## src/rtl/cplx_pipe_scheduler.sv

```systemverilog
// Round-robin scheduler sharing one fixed-latency complex pipeline between NREQ requesters.
// Latency: grant in T, p_issue in T+1, routed response in T+1+LAT; no response backpressure.
// Optional build macro CPLX_SCHED_SERIAL_EN limits the pipeline to a single operation in flight.
module cplx_pipe_scheduler #(
    parameter int pd   = 12,
    parameter int p    = 22,
    parameter int NREQ = 2,
    parameter int LAT  = 6
) (
    input  logic                     clk,
    input  logic                     rst,
    input  logic [NREQ-1:0]          req_valid,
    output logic [NREQ-1:0]          req_ready,
    input  logic [NREQ*(pd+p)-1:0]   req_d0,
    input  logic [NREQ*(pd+p)-1:0]   req_d1,
    input  logic [NREQ*(pd+p)-1:0]   req_d2,
    output logic                     p_issue,
    output logic [pd+p-1:0]          p_d0,
    output logic [pd+p-1:0]          p_d1,
    output logic [pd+p-1:0]          p_d2,
    input  logic [pd+p-1:0]          p_r0,
    input  logic [pd+p-1:0]          p_r1,
    input  logic [pd+p-1:0]          p_r2,
    output logic [NREQ-1:0]          rsp_valid,
    output logic [pd+p-1:0]          rsp_d0,
    output logic [pd+p-1:0]          rsp_d1,
    output logic [pd+p-1:0]          rsp_d2,
    output logic [$clog2(LAT+2)-1:0] inflight,
    output logic                     busy
);
    localparam int W   = pd + p;
    localparam int IDW = (NREQ > 1) ? $clog2(NREQ) : 1;
    localparam int IFW = $clog2(LAT + 2);
    localparam logic [IDW:0]   NREQ_C = (IDW+1)'(NREQ);
    localparam logic [IDW-1:0] LAST_ID = IDW'(NREQ - 1);

    logic [IDW-1:0]    ptr;
    logic [2*NREQ-1:0] rot_wide;
    logic [NREQ-1:0]   rot;
    logic [IDW-1:0]    off;
    logic [IDW:0]      sum;
    logic              any_vld;
    logic [IDW-1:0]    gnt_id;
    logic              eligible;
    logic              grant;
    logic [W-1:0]      mux_d0, mux_d1, mux_d2;

    logic [LAT:0]      tag_vld;
    logic [IDW-1:0]    tag_id [0:LAT];
    logic              ret_vld;
    logic [IDW-1:0]    ret_id;

    assign ret_vld = tag_vld[LAT];
    assign ret_id  = tag_id[LAT];

`ifdef CPLX_SCHED_SERIAL_EN
    // A returning tag frees the only slot in the same cycle, so the next grant can overlap it.
    assign eligible = (inflight == '0) || ((inflight == IFW'(1)) && ret_vld);
`else
    assign eligible = 1'b1;
`endif

    always_comb begin
        rot_wide = {req_valid, req_valid} >> ptr;
        rot      = rot_wide[NREQ-1:0];
        any_vld  = |rot;
        off      = '0;
        for (int k = NREQ - 1; k >= 0; k--) begin
            if (rot[k]) off = IDW'(k);
        end
        sum = {1'b0, ptr} + {1'b0, off};
        if (sum >= NREQ_C) sum = sum - NREQ_C;
        gnt_id = sum[IDW-1:0];
        grant  = any_vld & eligible & ~rst;

        req_ready = '0;
        if (grant) req_ready[gnt_id] = 1'b1;

        mux_d0 = '0;
        mux_d1 = '0;
        mux_d2 = '0;
        for (int i = 0; i < NREQ; i++) begin
            if (gnt_id == IDW'(i)) begin
                mux_d0 = req_d0[i*W +: W];
                mux_d1 = req_d1[i*W +: W];
                mux_d2 = req_d2[i*W +: W];
            end
        end
    end

    always_comb begin
        rsp_valid = '0;
        if (ret_vld) rsp_valid[ret_id] = 1'b1;
        rsp_d0 = ret_vld ? p_r0 : '0;
        rsp_d1 = ret_vld ? p_r1 : '0;
        rsp_d2 = ret_vld ? p_r2 : '0;
    end

    assign busy = (inflight != '0) | (|req_valid);

    always_ff @(posedge clk) begin
        if (rst) begin
            ptr      <= '0;
            p_issue  <= 1'b0;
            p_d0     <= '0;
            p_d1     <= '0;
            p_d2     <= '0;
            tag_vld  <= '0;
            inflight <= '0;
            for (int s = 0; s <= LAT; s++) tag_id[s] <= '0;
        end else begin
            p_issue <= grant;
            p_d0    <= grant ? mux_d0 : '0;
            p_d1    <= grant ? mux_d1 : '0;
            p_d2    <= grant ? mux_d2 : '0;
            tag_vld <= {tag_vld[LAT-1:0], grant};
            tag_id[0] <= gnt_id;
            for (int s = 1; s <= LAT; s++) tag_id[s] <= tag_id[s-1];
            if (grant) ptr <= (gnt_id == LAST_ID) ? '0 : gnt_id + 1'b1;
            case ({grant, ret_vld})
                2'b10:   inflight <= inflight + 1'b1;
                2'b01:   inflight <= inflight - 1'b1;
                default: inflight <= inflight;
            endcase
        end
    end
endmodule

```

## config.mk

```make
export PLATFORM = sky130hd
export DESIGN_NAME = cplx_pipe_scheduler
export DESIGN_NICKNAME = d
export VERILOG_FILES = /design/src/rtl/cplx_pipe_scheduler.sv
export SDC_FILE = /design/constraint.sdc
export NUM_CORES = 1
export LEC_CHECK = 0
export ABC_AREA = 1
export BUFFER_PORTS_ARGS = -buffer_cell sky130_fd_sc_hd__clkbuf_2
export CAP_MARGIN = 10
export CORE_AREA = 2 2 206 208
export CTS_BUF_LIST = sky130_fd_sc_hd__clkbuf_4 sky130_fd_sc_hd__clkbuf_8 sky130_fd_sc_hd__clkbuf_16
export CTS_CLUSTER_SIZE = 10
export DETAILED_ROUTE_END_ITERATION = 10
export DIE_AREA = 0 0 208 210
export GPL_TIMING_DRIVEN = 1
export SETUP_SLACK_MARGIN = 0.05
export SYNTH_ARGS = -nofsm -noshare
export SYNTH_HDL_FRONTEND = slang
export SYNTH_SLANG_ARGS = --single-unit
```

## constraint.sdc

```tcl
create_clock -name clk -period 4.64 [get_ports clk]
set_clock_uncertainty 0.2 [all_clocks]
set_input_delay 0.928 -clock clk [delete_from_list [all_inputs] [get_ports clk]]
set_output_delay 0.928 -clock clk [all_outputs]
set_load 0.03 [all_outputs]
```

==> results.sh <==
export IMPL_outcome="completed"
export IMPL_vias_per_cell=3.315
export IMPL_grt_usage_pct=9.253
export IMPL_ys_warn_count=0
export IMPL_crit_type="flop to primary output"
export IMPL_tightest_slew_ps=1018
export IMPL_clk_pin_slew_ps=50
export IMPL_cts_root_buf="clkbuf_16"
export IMPL_p_per_area_nw_per_um2=343.5
export IMPL_path_max_fanout=105
export IMPL_async_flop_share_pct=0
export IMPL_hold_path_class="flop to flop"
export IMPL_antenna_found_initial=0
export IMPL_report_final_setup_viol=0
export IMPL_diodes=0
export IMPL_cts_sinks=120
export IMPL_arrival_ps=2080
export IMPL_syn_inst=731
export IMPL_cts_buffer_depth=2
export IMPL_finalHoldWorstSlack_ps=193.2
export IMPL_finalCritPeriodShare_pct=69.23
export IMPL_yosysTopAreaCell="dfxtp_1"
export IMPL_grt_ovfl_total=0
export IMPL_yosysMostFrequentCell="nand2_1"
export IMPL_peakVddDrop_uv=210.0
export IMPL_cts_tree="built"
export IMPL_areaGrowthSynthToFinish_pct=77.53
export IMPL_cp_top_family="flip-flops"
export IMPL_multiInputGateArea_um2=1747
export IMPL_netlist_top_cells_area="dfxtp_1 50%, nand2_1 33%, inv_1 9.6%, buf_6 1.9%, nor2_1 1.7%"
export IMPL_start_kind="flop"
export IMPL_synth_nets=1043
export IMPL_drtIter0Drc=245
export IMPL_post_cts_setup_buffers=0
export IMPL_cts_resized=0
export IMPL_n_fill_cell=4691
export IMPL_pin_count=523
export IMPL_path_cells="nand2_1 > inv_1 > clkbuf_2"
export IMPL_rsz0062_at_grt="false"
export IMPL_fmax_mhz=311.3
export IMPL_initial_core_util_pct=11.61
export IMPL_die_w_um=208
export IMPL_maxCapViolations=0
export IMPL_slowest_delay_ps=960
export IMPL_gp_congestion=0.8954
export IMPL_cts_buffers=17
export IMPL_final_nets=1551
export IMPL_slew_headroom_pct=32.15
export IMPL_tns_ps=0
export IMPL_holdBufCountCts=0
export IMPL_synth_commonest_cells="418 x nand2_1, 123 x inv_1, 120 x dfxtp_1"
export IMPL_drive_gt1_share_pct=44.89
export IMPL_vias=5937
export IMPL_dp_hpwl_um=17080
export IMPL_insertion_delay_ps=430
export IMPL_rows=75
export IMPL_io_buffers=522
export IMPL_synth_top_cell_area_share_pct=49.88
export IMPL_cp_slowest_cell="dfxtp_4"
export IMPL_required_ps=3510
export IMPL_seq_area_um2=2406
export IMPL_h_tree_depth=4
export IMPL_grt_max_degree=106
export IMPL_finalHoldViolations=0
export IMPL_leakagePower_nw=5.653
export IMPL_routed_wirelength_um=20740
export IMPL_drt_wirelength_per_cell_um=11.58
export IMPL_yosys_cell_types_count=17
export IMPL_syn_cell_area_um2=4816
export IMPL_ys_ff_latch=120
export IMPL_synth_flop_cell="dfxtp_1"
export IMPL_ant_nets=0
export IMPL_grt_pass1_wl_um=30220
export IMPL_route_detailed_drc=0
export IMPL_coreArea_um2=41480
export IMPL_critPathCaptureType="primary output"
export IMPL_avgSynthCellArea_um2=6.588
export IMPL_dr_pass1_iters=4
export IMPL_path_buf_inv=2
export IMPL_grt_pass1_vias=5619
export IMPL_dieArea_um2=43680
export IMPL_seq_area_frac_synth_pct=49.88
export IMPL_slew_viol_final=0
export IMPL_synth_edf_count=0
export IMPL_period_minus_slack_ps=3212
export IMPL_die_h_um=210
area by class of cell:
cell class	instances	share of cell area [%]
clock buffer	21	5.752
clock inverter	11	1.376
inverter	124	5.444
multi-input combinational	451	20.43
sequential	120	28.14
tap	539	7.888
timing repair buffer	525	30.97
power by group:
part	switching, mW	leakage (nW)	internal (mW)	total, mW
Clock	0.497	0.300	0.861	1.36
Sequential	0.0239	0.991	1.10	1.12
Combinational	0.290	4.36	0.167	0.457
path summary, 6_finish.rpt:
kind,from,to,slack (ps),cells after the start
setup / recovery,tag_vld[6],rsp_d2[13],1430,3
hold / removal,tag_vld[5],tag_vld[6],190,2
setup reg to reg,tag_vld[6],inflight[1],2310,4
hold reg to reg,tag_vld[5],tag_vld[6],190,2
worst register-to-register path: stages (launching register included):
cell	delay (ps)
dfxtp_4	960
ha_1	400
fa_1	440
o21ai_0	160
nor2_1	60
metrics by stage:
stage | total power, mW | worst slack, ps | cells | util, % | instance area [um^2]
finish | 2.936 | 1428 | 1791 | 20.61 | 8549
global route | 3.090 | 1291 | 1791 | 20.61 | 8549
CTS | 3.007 | 1387 | 1791 | 20.61 | 8549
detailed placement | 1.610 | 1437 | 1759 | 19.14 | 7940
global placement | 1.607 | 1497 | 1759 | 19.14 | 7940
floorplan | 1.372 | 1824 | 731 | - | 4816
logic make-up (layout without fill, tap and decap cells):
logic type               after synthesis  count (layout)  share of synthesized area, %
AO/OA/AOI/OAI                          5               5                        0.5976
flip-flops                           120             120                         49.88
buffers and inverters                160             681                         14.06
AND/OR/NAND/NOR                      444             444                         34.79
adder cells (fa/ha/maj)                2               2                        0.6755
routing by layer:
| metal | share of wire [%] | track usage, % |
|---|---|---|
| met1 | 41 | 10.66 |
| met2 | 47 | 14.87 |
| met3 | 8.7 | 3.337 |
| met4 | 3.1 | 5.258 |
| met5 | 0 | 0 |
cell usage in the layout, fill, tap and decap left out:
cell	n
inv_2	1
inv_6	1
buf_12	1
nor2_1	22
nand4_1	1
dfxtp_4	1
buf_4	2
nand2_1	418
clkbuf_16	18
ha_1	1
o21ai_0	2
dfxtp_1	119
clkbuf_8	3
clkinv_4	1
clkinv_2	5
nor2_4	2
inv_1	123
bufinv_16	2
fa_1	1
o21ai_2	1
nand3_1	1
clkbuf_2	522
clkinvlp_4	2
a21oi_1	2
flip-flops by register name, summed over array words and instances, names as in the netlist:
register,flops
inflight,3
p_d0,34
ptr,1
tag_vld,7
p_d2,34
p_d1,34
tag_id,7
Power figures use the tool's default switching activity.
